File: src/rtl/mult_div_unit_if.sv
// Core-side bus of the HI/LO multiply/divide unit: launch, MT* writes and the HI/LO read port.
interface mult_div_unit_if #(
  parameter int WIDTH = 32
);
  logic             start;
  logic [1:0]       op;
  logic [WIDTH-1:0] src_a;
  logic [WIDTH-1:0] src_b;
  logic             mt_we;
  logic             mt_sel;
  logic [WIDTH-1:0] mt_data;
  logic [WIDTH-1:0] hilo_rd;
  logic             busy;
  logic             done;

  modport master (
    output start, op, src_a, src_b, mt_we, mt_sel, mt_data,
    input  hilo_rd, busy, done
  );

  modport slave (
    input  start, op, src_a, src_b, mt_we, mt_sel, mt_data,
    output hilo_rd, busy, done
  );
endinterface

File: src/rtl/mult_div_unit.sv
// Iterative MIPS HI/LO unit: shift-add multiply, restoring divide, sign fix-up in a final cycle.
// Optional macro FAST_MULT_EN: MULT/MULTU use a single-cycle multiplier and skip the RUN state.
module mult_div_unit #(
  parameter int WIDTH = 32,
  parameter int CNT_W = 5
) (
  input logic            clk,
  input logic            rst_n,
  mult_div_unit_if.slave bus
);
  typedef enum logic [1:0] {IDLE, RUN, FIX} state_t;

  localparam logic [CNT_W-1:0] LAST = CNT_W'(WIDTH - 1);

  state_t             state, state_nxt;
  logic [CNT_W-1:0]   cnt;
  logic               is_div_q, dz_q, neg_res_q, neg_rem_q;
  logic [WIDTH-1:0]   b_mag_q;
  logic [2*WIDTH-1:0] acc;
  logic [WIDTH-1:0]   hi, lo;
  logic               done_q;

  logic               signed_op, launch_fast;
  logic [WIDTH-1:0]   a_abs, b_abs;
  logic [WIDTH:0]     mul_sum, rem_sh, div_diff;
  logic [2*WIDTH-1:0] mul_next, div_next, prod_mag, prod_fix;
  logic [WIDTH-1:0]   quo_fix, rem_fix;

  // Operand magnitudes; signed ops work on |x| and correct the sign in FIX.
  assign signed_op = ~bus.op[0];
  assign a_abs = (signed_op && bus.src_a[WIDTH-1]) ? -bus.src_a : bus.src_a;
  assign b_abs = (signed_op && bus.src_b[WIDTH-1]) ? -bus.src_b : bus.src_b;

`ifdef FAST_MULT_EN
  assign launch_fast = ~bus.op[1];
  assign prod_mag    = {{WIDTH{1'b0}}, acc[WIDTH-1:0]} * {{WIDTH{1'b0}}, b_mag_q};
`else
  assign launch_fast = 1'b0;
  assign prod_mag    = acc;
`endif

  // acc = {partial product, remaining multiplier bits}; one multiplier bit retires per cycle.
  assign mul_sum  = {1'b0, acc[2*WIDTH-1:WIDTH]} + (acc[0] ? {1'b0, b_mag_q} : '0);
  assign mul_next = {mul_sum, acc[WIDTH-1:1]};

  // acc = {partial remainder, dividend bits / quotient bits}; restore when the trial borrows.
  assign rem_sh   = {acc[2*WIDTH-1:WIDTH], acc[WIDTH-1]};
  assign div_diff = rem_sh - {1'b0, b_mag_q};
  assign div_next = div_diff[WIDTH] ? {rem_sh[WIDTH-1:0], acc[WIDTH-2:0], 1'b0}
                                    : {div_diff[WIDTH-1:0], acc[WIDTH-2:0], 1'b1};

  always_comb begin
    // NOTE: every combinational output gets a default first so no path can infer a latch.
    prod_fix = neg_res_q ? -prod_mag : prod_mag;
    quo_fix  = neg_res_q ? -acc[WIDTH-1:0] : acc[WIDTH-1:0];
    rem_fix  = neg_rem_q ? -acc[2*WIDTH-1:WIDTH] : acc[2*WIDTH-1:WIDTH];
  end

  always_ff @(posedge clk) begin
    if (!rst_n) state <= IDLE;
    else        state <= state_nxt;
  end

  always_comb begin
    state_nxt = state;
    bus.busy  = 1'b1;
    case (state)
      IDLE: begin
        bus.busy = 1'b0;
        if (bus.start) state_nxt = launch_fast ? FIX : RUN;
      end
      RUN:     if (cnt == LAST) state_nxt = FIX;
      FIX:     state_nxt = IDLE;
      default: state_nxt = IDLE;
    endcase
  end

  always_ff @(posedge clk) begin
    if (!rst_n) begin
      cnt       <= '0;
      is_div_q  <= 1'b0;
      dz_q      <= 1'b0;
      neg_res_q <= 1'b0;
      neg_rem_q <= 1'b0;
      b_mag_q   <= '0;
      acc       <= '0;
      hi        <= '0;
      lo        <= '0;
      done_q    <= 1'b0;
    end else begin
      // NOTE: non-blocking updates so every register samples the pre-edge values of its peers.
      done_q <= 1'b0;
      case (state)
        IDLE: begin
          if (bus.start) begin
            cnt       <= '0;
            is_div_q  <= bus.op[1];
            dz_q      <= bus.op[1] && (bus.src_b == '0);
            neg_res_q <= signed_op && (bus.src_a[WIDTH-1] ^ bus.src_b[WIDTH-1]);
            neg_rem_q <= signed_op && bus.src_a[WIDTH-1];
            if (bus.op[1]) begin
              acc     <= {{WIDTH{1'b0}}, a_abs};
              b_mag_q <= b_abs;
            end else begin
              acc     <= {{WIDTH{1'b0}}, b_abs};
              b_mag_q <= a_abs;
            end
          end else if (bus.mt_we) begin
            if (bus.mt_sel) hi <= bus.mt_data;
            else            lo <= bus.mt_data;
          end
        end
        RUN: begin
          cnt <= cnt + 1'b1;
          acc <= is_div_q ? div_next : mul_next;
        end
        FIX: begin
          done_q <= 1'b1;
          if (is_div_q) begin
            lo <= dz_q ? '1 : quo_fix;
            hi <= rem_fix;
          end else begin
            {hi, lo} <= prod_fix;
          end
        end
        default: ;
      endcase
    end
  end

  assign bus.hilo_rd = bus.mt_sel ? hi : lo;
  assign bus.done    = done_q;
endmodule

File: src/flat_wrapper.sv
// flat-port wrapper written by rule: the top's interface ports become plain ports
module mult_div_unit_flat 
#(
  parameter int WIDTH = 32,
  parameter int CNT_W = 5
)
  (clk, rst_n, bus_start, bus_op, bus_src_a, bus_src_b, bus_mt_we, bus_mt_sel, bus_mt_data, bus_hilo_rd, bus_busy, bus_done);
  mult_div_unit_if #(.WIDTH(WIDTH)) bus_i ();
  input logic clk;
  input logic rst_n;
  input wire logic [$bits(bus_i.start)-1:0] bus_start;
  input wire logic [$bits(bus_i.op)-1:0] bus_op;
  input wire logic [$bits(bus_i.src_a)-1:0] bus_src_a;
  input wire logic [$bits(bus_i.src_b)-1:0] bus_src_b;
  input wire logic [$bits(bus_i.mt_we)-1:0] bus_mt_we;
  input wire logic [$bits(bus_i.mt_sel)-1:0] bus_mt_sel;
  input wire logic [$bits(bus_i.mt_data)-1:0] bus_mt_data;
  output wire logic [$bits(bus_i.hilo_rd)-1:0] bus_hilo_rd;
  output wire logic [$bits(bus_i.busy)-1:0] bus_busy;
  output wire logic [$bits(bus_i.done)-1:0] bus_done;
  assign bus_i.start = bus_start;
  assign bus_i.op = bus_op;
  assign bus_i.src_a = bus_src_a;
  assign bus_i.src_b = bus_src_b;
  assign bus_i.mt_we = bus_mt_we;
  assign bus_i.mt_sel = bus_mt_sel;
  assign bus_i.mt_data = bus_mt_data;
  assign bus_hilo_rd = bus_i.hilo_rd;
  assign bus_busy = bus_i.busy;
  assign bus_done = bus_i.done;
  mult_div_unit #(.WIDTH(WIDTH), .CNT_W(CNT_W)) u_core (.clk(clk), .rst_n(rst_n), .bus(bus_i));
endmodule
File: config.mk
export PLATFORM = sky130hd
export DESIGN_NAME = mult_div_unit_flat
export DESIGN_NICKNAME = d
export VERILOG_FILES = /design/src/rtl/mult_div_unit_if.sv /design/src/rtl/mult_div_unit.sv /design/src/flat_wrapper.sv
export SDC_FILE = /design/constraint.sdc
export NUM_CORES = 1
export LEC_CHECK = 0
export CAP_MARGIN = 20
export CORE_MARGIN = 2
export CORE_UTILIZATION = 57
export DETAILED_ROUTE_END_ITERATION = 8
export DONT_BUFFER_PORTS = 1
export PLACE_DENSITY = 0.75
export SLEW_MARGIN = 0
export SYNTH_ARGS = -nofsm -noshare
export SYNTH_HDL_FRONTEND = slang
export SYNTH_SLANG_ARGS = --single-unit
File: constraint.sdc
create_clock -name clk -period 4.75 [get_ports clk]
set_clock_uncertainty 0.15 [all_clocks]
set_input_delay 1.1875 -clock clk [delete_from_list [all_inputs] [get_ports clk]]
set_output_delay 1.1875 -clock clk [all_outputs]
set_load 0.01 [all_outputs]
# Yosys cells after proc, flatten, opt, wreduce, memory -nomap -nowiden
# Cells that the tools add are included.
classes:
  n_addsub: 8
  n_eq_ne: 9
  mux: 31
  bitwise_logic: 2
  reduce_logical: 13
ops:
  columns: ["op", "n"]
  rows:
  - ["$mux 32", 17]
  - ["$mux 64", 4]
  - ["$neg 32->32", 4]
  - ["$pmux 32 s2", 2]
  - ["$pmux 64 s2", 1]
  - ["$neg 64->64", 1]
  - ["$add 32x33->33", 1]
  - ["$sub 33x32->33", 1]
  - ["$logic_not 32->1", 1]
  - ["$ne 2x2->1 const B", 5]
  - ["$pmux 5 s2", 1]
  - ["$reduce_and 4->1", 2]
  - ["$reduce_and 2->1", 3]
  - ["$add 5x1->5 const B", 1]
  - ["$eq 5x5->1 const B", 1]
  - ["$mux 5", 1]
  - ["$logic_and 1x1->1", 4]
  - ["$mux 2", 2]
  - ["$pmux 2 s2", 1]
  - ["$reduce_bool 2->1", 2]
  - ["$eq 2x1->1 const B", 1]
  - ["$eq 2x2->1 const B", 1]
  - ["$logic_not 2->1", 1]
  - ["$mux 1", 2]
  - ["3 further kinds", 3]
totals:
  register_bits: 172
  inputBits: 103
  output_inout_bits: 34
  word_cells: 74

# Depth between registers and ports, before layout
# Gate-level depths: netlist (run 1).
depth:
  word_depth: 6
  mapped_depth: 15
  depth_no_buf: 13

# Worst setup path before layout (run 1)
# No wires, ideal clock.
synth_path:
  kind: "input to output"
  from: "input port bus_mt_sel"
  to: "output port bus_hilo_rd[0]"
  t_arrival_ns: 2.146
  t_required_ns: 3.413
  path_slack_ns: 1.266
  cell_stages: 3
  n_path_buf: 2
  path_cell_list: "clkbuf_1 -> clkbuf_1 -> mux2_2"
synth_between:
  elab_chain_cells: 1
synth_rtl:
  columns: ["item", "line", "text"]
  rows:
  - ["start: declaration", "flat_wrapper.sv:16", "input wire logic [$bits(bus_i.mt_sel)-1:0] bus_mt_sel;"]
  - ["$mux 32", "mult_div_unit.sv:131", "assign bus.hilo_rd = bus.mt_sel ? hi : lo;"]
  - ["end: declaration", "flat_wrapper.sv:18", "output wire logic [$bits(bus_i.hilo_rd)-1:0] bus_hilo_rd;"]
# Every way passes these cells.

# Worst setup path after layout (run 1)
layout_path:
  from: "register u_core.acc[32]"
  to: "register u_core.acc[41]"
layout_between:
  elab_chain_cells: 4
  word_cells_on_any_way: 5
  classes_between: "2 x add/sub; 3 x mux"
layout_rtl:
  columns: ["item", "line", "text"]
  rows:
  - ["start: declaration", "mult_div_unit.sv:19", "logic [2*WIDTH-1:0] acc;"]
  - ["start signal: assignment", "mult_div_unit.sv:102", "acc <= {{WIDTH{1'b0}}, a_abs};"]
  - ["start signal: assignment", "mult_div_unit.sv:105", "acc <= {{WIDTH{1'b0}}, b_abs};"]
  - ["start signal: assignment", "mult_div_unit.sv:115", "acc <= is_div_q ? div_next : mul_next;"]
  - ["$sub 33x32->33", "mult_div_unit.sv:48", "assign div_diff = rem_sh - {1'b0, b_mag_q};"]
  - ["$mux 64", "mult_div_unit.sv:49", "assign div_next = div_diff[WIDTH] ? {rem_sh[WIDTH-1:0], acc[WIDTH-2:0], 1'b0}"]
  - ["$mux 64 (*)", "mult_div_unit.sv:115", null]
  - ["$pmux 64 s2 (*)", "mult_div_unit.sv:93", "case (state)"]
# Mark *: on every way between the ends. The rest lies on a longest branch, timed or not.
# A chain may end at the register's enable or synchronous reset.

==> results.txt, run 1 <==
GR Overflow Total -> 0
All-Layer GR Usage -> 0.359
critical path required time -> 4920 ps
Netlist Area Pre-Place -> 0.0148 mm²
Max Slew Vio Count -> 0
PwrDens -> 282 mW/mm²
FILL cells -> 2335
clock buffer depth -> 2
Root Buffer -> clkbuf_16
1st-iter DRT viols -> 1939
post-synth net total -> 2175
Crit-path slowest cell -> xnor2_2
RSZ-0062 raised after global routing -> false
IO buf count -> 0
top post-synthesis cells by count -> 212 x nand2_1, 202 x a21oi_1, 187 x nor2_1
setup tns final -> 0 ps
max-cap violations -> 0
vias in the first global route -> 13.4k
layout cells sized above 1 -> 0.0717
Critical Path Max Stage Delay -> 820 ps
Final Hold Fails -> 0
CP arrival -> 4290 ps
crit-path max FO -> 14
post-CTS setup buffers -> 0
Worst Tran Pin Value -> 1050 ps
first-pass GRT wire length -> 75.7 mm
Final HPWL DP -> 38.5 mm
largest net degree at the start of global routing -> 97
final hold slack -> 302 ps
die area -> 0.0273 mm²
average wire per standard cell -> 22.4 µm
crit path cell chain -> inv_1, fa_1, nand2b_1, a21oi_1, o41ai_1, o2111ai_1, a31oi_1, xnor2_2, buf_4, mux2i_1, nor2_1, a221o_1
critical path class -> flop to flop
Tmin final -> 4120 ps
site row count -> 58
crit end category -> flop
Post-Place Cell Area -> 0.0150 mm²
synthesis-stage register bit count -> 172
Yosys top cell area share -> 0.233
initial antenna violation count -> 1
CTS Buf Count -> 17
Cell variety after synth -> 74
Slew HR -> 0.300
I/O pin cnt -> 137
sequential share of the synthesized area -> 0.233
router iterations before antenna repair -> 5
DR vias/cell -> 6.74
Hold Path Cell Cnt -> 2
cells after synthesis -> 2000
yosys warns -> 0
gp weighted congestion -> 0.987
# hold bufs at CTS -> 0
area grow syn2layout -> 5.51%
status -> complete, no violations
Starting Density -> 0.584
number of remaining DRC errors -> 0
Clock Sink Count -> 172
Chip Height -> 165 µm
final-report setup violation count -> 0
Die Span X -> 165 µm
worst r2r path cells -> 12
DRT antenna net count -> 0
Area contributors post-synth -> dfxtp_1 23%, a21oi_1 6.8%, xnor2_1 6.2%
Leak -> 6.06 nW
Top FF cell, synth -> dfxtp_1
number of cells on the critical path -> 12
CTS clk-pin slew, worst paths -> 70 ps
fin nets -> 2087
final WL -> 50.5 mm
design area -> 0.0156 mm²
Post-CTS Resized -> 0
post-synthesis async set-or-reset flop share -> 0
Synth Area per Inst -> 7.40 µm²
core area -> 0.0253 mm²
Post-synth EDFFs -> 0
clk_lat worst skew -> 450 ps
critical path startpoint category -> flop
count leader, synth -> nand2_1
Synth area leader -> dfxtp_1
worst vdd ir -> 0.257 mV
H-tree levels -> 4
Worst Hold Class -> flop to flop
vias post-DR -> 15.2k
Fmax -> 243 MHz
Crit path buffers/inverters -> 2
CTS tree -> yes
Worst path top cell family by delay -> compound AO/OA/AOI/OAI gates
Final period util -> 0.867
[metal layers]
metal / track usage / vias up / wire, µm
li1: - / 7119 / -
met1: 0.515 / 7133 / 21700
met2: 0.539 / 850 / 21200
met3: 0.0734 / 100 / 5860
met4: 0.115 / 0 / 1710
met5: 0 / - / 0
[final timing paths]
path	to	slack (ps)	from
worst max-delay path	u_core.acc[41]$_SDFFE_PN0P_	630	u_core.acc[32]$_SDFFE_PN0P_
worst min-delay path	u_core.lo[26]$_SDFFE_PN0P_	300	u_core.lo[26]$_SDFFE_PN0P_
worst max register to register	u_core.acc[41]$_SDFFE_PN0P_	630	u_core.acc[32]$_SDFFE_PN0P_
worst min register to register	u_core.lo[26]$_SDFFE_PN0P_	300	u_core.lo[26]$_SDFFE_PN0P_
[cell families (layout without fill, tap and decap cells)]
family / count (synthesis) / count (layout) / synth area share
other: 0 / 1 / 0
AND/OR/NAND/NOR: 643 / 643 / 0.203
flip-flops: 172 / 172 / 0.233
adder cells (fa/ha/maj): 72 / 72 / 0.0619
multiplexers: 90 / 90 / 0.0640
buffers and inverters: 203 / 128 / 0.0523
AO/OA/AOI/OAI: 654 / 654 / 0.288
XOR/XNOR: 166 / 166 / 0.0983
[worst min-delay path: stages, from the launching register on]
cell	delay (ps)
dfxtp_1	310
nand2_1	50
a21oi_1	50
[flip-flops by register name, indices dropped and copies added, names as in the netlist]
signal / count
u_core.neg_rem_q: 1
u_core.hi: 32
u_core.lo: 32
u_core.neg_res_q: 1
u_core.acc: 64
u_core.state: 2
u_core.dz_q: 1
u_core.is_div_q: 1
u_core.b_mag_q: 32
u_core.cnt: 5
u_core.bus.done: 1
[power by group]
group,total (mW),switching [mW],internal [mW]
Clock,1.49,0.723,0.763
Combinational,1.27,0.779,0.493
Sequential,1.64,0.119,1.52
[final cells by class]
type / instances / area [µm²] / share of cell area
diodes: 1 / 2.50 / 0.000160
clock buffers: 17 / 425 / 0.0273
clock inverters: 15 / 194 / 0.0124
inverters: 63 / 236 / 0.0152
multi-input cells: 1625 / 10600 / 0.680
flip-flops and latches: 172 / 3440 / 0.221
well taps: 330 / 413 / 0.0265
repair buffers: 33 / 280 / 0.0180
[placed cells by master (no fill, tap or decap), drive strengths merged, types with 10 or more instances in the layout]
master	count
a311oi	19
or3	22
a21oi	202
and3	13
a22oi	10
nand2b	28
ha	70
a211o	11
clkbuf	17
xor2	61
and2	10
buf	33
o31ai	32
or2	13
mux2i	53
nand3	44
inv	70
nor2b	17
o41ai	16
a211oi	36
nand4	14
or4	12
nand2	212
o22ai	11
a21o	41
o221ai	50
o21ai	122
xnor2	105
dfxtp	172
o211ai	27
a31oi	23
nor2	187
nor3	43
mux2	37
[per-stage QoR]
step / utilization / power [mW] / setup slack [ps] / instances
after floorplan: - / 2.58 / 1270 / 2000
after global placement: 0.591 / 2.88 / 808 / 2222
after detailed placement: 0.591 / 2.90 / 704 / 2222
after CTS: 0.615 / 4.36 / 690 / 2254
after global routing: 0.616 / 4.56 / 368 / 2256
final: 0.616 / 4.40 / 633 / 2256
No activity file was read; power rests on OpenSTA's default activity.
==> run 2: changes to the inputs <==
- clock period: 4.75 -> 3.95 ns (I/O delays scaled with it)
==> run 2 against run 1 <==
Effect of this change:
- power increased by 21%
- fmax grew 18%
- via count up 0.56%
- sequential power rose by 19%
- register-to-register slack got worse by 160 ps
- sequential share of layout area fell by 0.20 points
- critical path depth rose by 1
- combinational power increased by 26%
- wire length increased by 0.21%
- flip-flop and latch count did not move
==> results.txt, run 2 (synthesis results as in run 1) <==
largest net degree at the start of global routing -> 97 (unchanged)
die area -> 0.0273 mm² (unchanged)
antenna cell count -> 0 (-1)
Root Buffer -> clkbuf_16
CP arrival -> 3650 ps (-640 ps)
1st-iter DRT viols -> 1873 (-3.4%)
most common cell after layout, fill and taps aside -> nand2_1
crit end category -> flop
Starting Density -> 0.584 (unchanged)
DR vias/cell -> 6.72 (-0.28%)
Crit-path slowest cell -> o32ai_1
core area -> 0.0253 mm² (unchanged)
CTS tree -> yes
Leak -> 6.15 nW (+1.6%)
Worst path top cell family by delay -> compound AO/OA/AOI/OAI gates
clk_lat worst skew -> 440 ps (about the same)
average wire per standard cell -> 22.2 µm (-0.63%)
GR Overflow Total -> 0 (unchanged)
router iterations before antenna repair -> 6 (+1)
max-cap violations -> 0 (unchanged)
max reg flops -> 64 (unchanged)
DRT antenna net count -> 0 (unchanged)
Final HPWL DP -> 38.8 mm (+0.94%)
critical path required time -> 4120 ps (-800 ps)
crit-path max FO -> 5 (-9)
worst vdd ir -> 0.237 mV (-7.9%)
Tmin final -> 3480 ps (-640 ps)
crit path cell chain -> and2_1, ha_1, inv_1, fa_1, nand2b_1, a21o_1, a21oi_1, nor3_1, o32ai_1, a31oi_1, xor2_1, o21ai_0, a211o_1
IO buf count -> 0 (unchanged)
Final Hold Fails -> 0 (unchanged)
site row count -> 58 (unchanged)
final-report setup violation count -> 0 (unchanged)
first-pass GRT wire length -> 76.1 mm (+0.62%)
fin util -> 0.622 (+0.00553)
Chip Height -> 165 µm (unchanged)
layout cells sized above 1 -> 0.0812 (+0.00955)
# hold bufs at CTS -> 0 (unchanged)
Max Slew Vio Count -> 0 (unchanged)
vias post-DR -> 15.3k (+0.56%)
post-CTS setup buffers -> 0 (unchanged)
storage element area -> 0.00344 mm² (unchanged)
RSZ-0062 raised after global routing -> false
I/O pin cnt -> 137 (unchanged)
All-Layer GR Usage -> 0.361 (+0.00125)
FILL cells -> 2303 (-1.4%)
Fmax -> 288 MHz (+18%)
H-tree levels -> 4 (unchanged)
clock buffer depth -> 2 (unchanged)
critical path startpoint category -> flop
number of remaining DRC errors -> 0 (unchanged)
Reg with most FFs -> u_core.acc
gp weighted congestion -> 0.965 (-2.2%)
CTS Buf Count -> 17 (unchanged)
PwrDens -> 337 mW/mm² (+20%)
Clock Sink Count -> 172 (unchanged)
Die Span X -> 165 µm (unchanged)
fin nets -> 2107 (+0.96%)
Final period util -> 0.880 (+0.0135)
vias in the first global route -> 13.7k (+1.9%)
area of the multi-input gates -> 0.0106 mm² (unchanged)
Worst Hold Class -> flop to flop
commonest cells after routing, fill and taps aside -> 212 x nand2_1, 202 x a21oi_1, 184 x nor2_1
Critical Path Max Stage Delay -> 460 ps (-360 ps)
area grow syn2layout -> 6.45%
setup tns final -> 0 ps (unchanged)
critical path class -> flop to flop
Crit path buffers/inverters -> 1 (-1)
CTS clk-pin slew, worst paths -> 80 ps (about the same)
Worst Tran Pin Value -> 960 ps (-90.1 ps)
Slew HR -> 0.359 (+0.0594)
Post-CTS Resized -> 0 (unchanged)
final WL -> 50.6 mm (+0.21%)
final hold slack -> 300 ps (-2.10 ps)
initial antenna violation count -> 0 (-1)
status -> complete, no violations
run 2: cell count changes in the layout (fill, tap and decap cells not counted), sizes merged:
cell      delta
clkinv       +1
diode        -1
bufinv       -1
clkinvlp     -1
inv          +1
buf         +20
run 2: where the power goes:
part / internal, mW / total [mW] / switching [mW]
Combinational: 0.616 / 1.60 / 0.979
Sequential: 1.83 / 1.95 / 0.124
Clock: 0.867 / 1.76 / 0.893
Total: 3.31 / 5.31 / 2.00
run 2: worst min-delay path: stages (launching register included):
cell,delay (ps)
dfxtp_1,310
nand2_1,50
a21oi_1,50
run 2: path summary, 6_finish.rpt:
kind                                    from  cells past startpoint  slack (ps)                           to
setup / recovery  u_core.acc[0]$_SDFFE_PN0P_                     13         470  u_core.acc[57]$_SDFFE_PN0P_
hold reg to reg   u_core.lo[27]$_SDFFE_PN0P_                      2         300   u_core.lo[27]$_SDFFE_PN0P_
hold / removal    u_core.lo[27]$_SDFFE_PN0P_                      2         300   u_core.lo[27]$_SDFFE_PN0P_
setup reg to reg  u_core.acc[0]$_SDFFE_PN0P_                     13         470  u_core.acc[57]$_SDFFE_PN0P_
run 2: through the flow:
step / setup WS (ps) / total power, mW / instance area (µm²) / instances
finish: 473 / 5.31 / 15700 / 2275
floorplan: 493 / 3.10 / 14800 / 2000
CTS: 518 / 5.27 / 15700 / 2274
detailed placement: 233 / 3.54 / 15100 / 2242
global route: 234 / 5.52 / 15700 / 2275
global placement: 329 / 3.51 / 15100 / 2242
run 2: area by class of cell:
| cell class | count | area share |
|---|---|---|
| multi-input combinational | 1625 | 0.674 |
| tap | 330 | 0.0262 |
| sequential | 172 | 0.219 |
| clock inverter | 15 | 0.0118 |
| clock buffer | 17 | 0.0270 |
| timing repair buffer | 53 | 0.0273 |
| inverter | 63 | 0.0150 |
run 2: per-layer routing:
metal,vias to the layer above,part of all wire,global-route usage
li1,7176,-,-
met1,7166,0.42,0.498
met2,838,0.42,0.532
met3,107,0.12,0.0959
met4,0,0.037,0.144
met5,-,0,0
==> run 3: changes to the inputs <==
--- a/config.mk
+++ b/config.mk
@@ -12,4 +12,5 @@
 export DONT_BUFFER_PORTS = 1
 export PLACE_DENSITY = 0.75
+export SETUP_SLACK_MARGIN = 0.5
 export SLEW_MARGIN = 0
 export SYNTH_ARGS = -nofsm -noshare
--- a/constraint.sdc
+++ b/constraint.sdc
@@ -3,3 +3,3 @@
 set_input_delay 0.9875 -clock clk [delete_from_list [all_inputs] [get_ports clk]]
 set_output_delay 0.9875 -clock clk [all_outputs]
-set_load 0.01 [all_outputs]
+set_load 0.02 [all_outputs]
==> run 3 against run 2 <==
Effect of this change:
- via count up 0.84%
- setup slack improved by 150 ps
- largest power group unchanged
- clock-buffer cell count is the same
- utilization rose by 1.4 points
- largest cell class unchanged
- flip-flop and latch count unchanged
==> results.txt, run 3 (synthesis results as in run 1) <==
site row count -> 58 (unchanged)
largest net degree at the start of global routing -> 97 (unchanged)
vias in the first global route -> 13.9k (+2.0%)
Die Span X -> 165 µm (unchanged)
power share of the sequential group -> 0.356 (-0.012)
area of the multi-input gates -> 0.0108 mm² (+2.0%)
RSZ-0062 raised after global routing -> true
fin util -> 0.636 (+0.0143)
Max Slew Vio Count -> 0 (unchanged)
Fmax -> 300 MHz (+4.4%)
CTS clk-pin slew, worst paths -> 80 ps (about the same)
I/O pin cnt -> 137 (unchanged)
average wire per standard cell -> 22.7 µm (+2.2%)
total design power -> 5.43 mW (+2.2%)
FILL cells -> 2295 (-0.35%)
DRT antenna net count -> 0 (unchanged)
logic gate share of total power -> 0.311 (+0.011)
commonest cells after routing, fill and taps aside -> 212 x nand2_1, 198 x a21oi_1, 184 x nor2_1
clock buffer depth -> 2 (unchanged)
max reg flops -> 64 (unchanged)
number of remaining DRC errors -> 0 (unchanged)
Pint -> 3.39 mW (+2.3%)
Final HPWL DP -> 39.5 mm (+1.6%)
IO buf count -> 0 (unchanged)
Starting Density -> 0.584 (unchanged)
Post-Place Cell Area -> 0.0152 mm² (+0.80%)
Switch Pwr -> 2.04 mW (+2.2%)
die area -> 0.0273 mm² (unchanged)
Critical Path Max Stage Delay -> 400 ps (-60 ps)
Slew HR -> 0.346 (-0.0135)
Crit path buffers/inverters -> 2 (+1)
gp weighted congestion -> 0.981 (+1.7%)
Sw Ratio -> 0.376 (about the same)
Clock Sink Count -> 172 (unchanged)
critical path required time -> 4100 ps (-20 ps)
Tmin final -> 3330 ps (-146 ps)
antenna cell count -> 0 (unchanged)
Reg with most FFs -> u_core.acc
1st-iter DRT viols -> 1856 (-0.91%)
Final Hold Fails -> 0 (unchanged)
Worst path top cell family by delay -> compound AO/OA/AOI/OAI gates
Leak -> 6.32 nW (+2.6%)
Final period util -> 0.843 (-0.0370)
layout cells sized above 1 -> 0.103 (+0.0220)
worst vdd ir -> 0.265 mV (+12%)
crit end category -> flop
critical path class -> flop to flop
CP arrival -> 3480 ps (-170 ps)
DR vias/cell -> 6.71 (about the same)
initial antenna violation count -> 0 (unchanged)
final-report setup violation count -> 0 (unchanged)
# hold bufs at CTS -> 0 (unchanged)
storage element area -> 0.00345 mm² (about the same)
H-tree levels -> 4 (unchanged)
final WL -> 52.1 mm (+3.1%)
Root Buffer -> clkbuf_16
crit path cell chain -> inv_1, ha_1, fa_1, nand2b_1, a21oi_1, o41ai_2, o2111ai_2, a31oi_4, xnor2_4, buf_4, mux2i_1, a31oi_1
max-cap violations -> 0 (unchanged)
Worst Hold Class -> flop to flop
vias post-DR -> 15.4k (+0.84%)
fin worst setup slack -> 619 ps (+146 ps)
CTS tree -> yes
All-Layer GR Usage -> 0.374 (+0.0135)
Worst Tran Pin Value -> 978 ps (+17.7 ps)
core area -> 0.0253 mm² (unchanged)
Crit-path slowest cell -> fa_1
first-pass GRT wire length -> 78.7 mm (+3.4%)
router iterations before antenna repair -> 7 (+1)
Chip Height -> 165 µm (unchanged)
most common cell after layout, fill and taps aside -> nand2_1
crit-path max FO -> 8 (+3)
setup tns final -> 0 ps (unchanged)
GR Overflow Total -> 0 (unchanged)
clk_lat worst skew -> 460 ps (+20 ps)
CTS Buf Count -> 17 (unchanged)
critical path startpoint category -> flop
pre-CTS setup slack -> 181 ps (-51.8 ps)
power share of the clock group -> 0.333 (about the same)
fin nets -> 2128 (+1.0%)
PwrDens -> 337 mW/mm² (about the same)
area grow syn2layout -> 8.90%
design area -> 0.0161 mm² (+2.3%)
status -> complete, no violations
==> run 3: changes by cell type in the layout (fill, tap and decap cells not counted), moves of 3 or more <==
cell / change
o21ai_0: -3
a31oi_1: -3
nor3_1: -5
buf_4: +22
nor3_2: +3
o21ai_1: +3
o41ai_2: +3
a21oi_2: +3
o41ai_1: -3
a21oi_1: -4
==> run 3: stage by stage <==
step	hold slack (ps)	instances
after floorplan	265	2000
after global placement	277	2260
after detailed placement	290	2260
after CTS	298	2295
after global routing	324	2296
final	301	2296
==> run 3: layout make-up <==
cell class,instances,share of cell area
clock inverters,15,0.0125
inverters,63,0.0147
flip-flops and latches,172,0.214
multi-input cells,1626,0.672
clock buffers,17,0.0264
repair buffers,73,0.0353
well taps,330,0.0256
==> run 3: path summary, 6_finish.rpt <==
| kind | slack, ps | end | from | cells past startpoint |
|---|---|---|---|---|
| worst max-delay path | 620 | u_core.acc[61]$_SDFFE_PN0P_ | u_core.acc[31]$_SDFFE_PN0P_ | 12 |
| worst min-delay path | 300 | u_core.lo[19]$_SDFFE_PN0P_ | u_core.lo[19]$_SDFFE_PN0P_ | 2 |
| worst max register to register | 620 | u_core.acc[61]$_SDFFE_PN0P_ | u_core.acc[31]$_SDFFE_PN0P_ | 12 |
| worst min register to register | 300 | u_core.lo[19]$_SDFFE_PN0P_ | u_core.lo[19]$_SDFFE_PN0P_ | 2 |
==> run 3: power groups by stage <==
stage / logic [mW] / clock network (mW) / registers, mW
after global routing: 1.82 / 1.87 / 1.94
after detailed placement: 1.59 / 0 / 1.97
final: 1.69 / 1.80 / 1.93
after CTS: 1.62 / 1.80 / 1.93
after floorplan: 1.18 / 0 / 1.93
after global placement: 1.57 / 0 / 1.96
==> run 3: repair_timing <==
item | 4_1_cts | 5_1_grt
cloned | 1 | 0
setup endpoints to repair | 32 | 38
resized for setup | 5 | 33
pin swaps | 1 | 6
buffers inserted | 2 | 0
==> run 3: worst register-to-register path: cells and delay by family (launching register included) <==
| family | cells | cell delay [ps] |
|---|---|---|
| AOI/OAI and AO/OA | 5 | 970 |
| xor gates and xnor gates | 1 | 340 |
| adders and majority gates | 2 | 620 |
| buffers and inverters | 2 | 300 |
| DFF | 1 | 330 |
| muxes | 1 | 280 |
| and+or+nand+nor | 1 | 180 |
==> run 3: routing by layer <==
metal	vias up	wire length (µm)	global-route usage
met5	-	0	0
met4	0	1810	0.136
met3	106	6100	0.106
met2	841	21900	0.553
met1	7248	22300	0.518
li1	7221	-	-
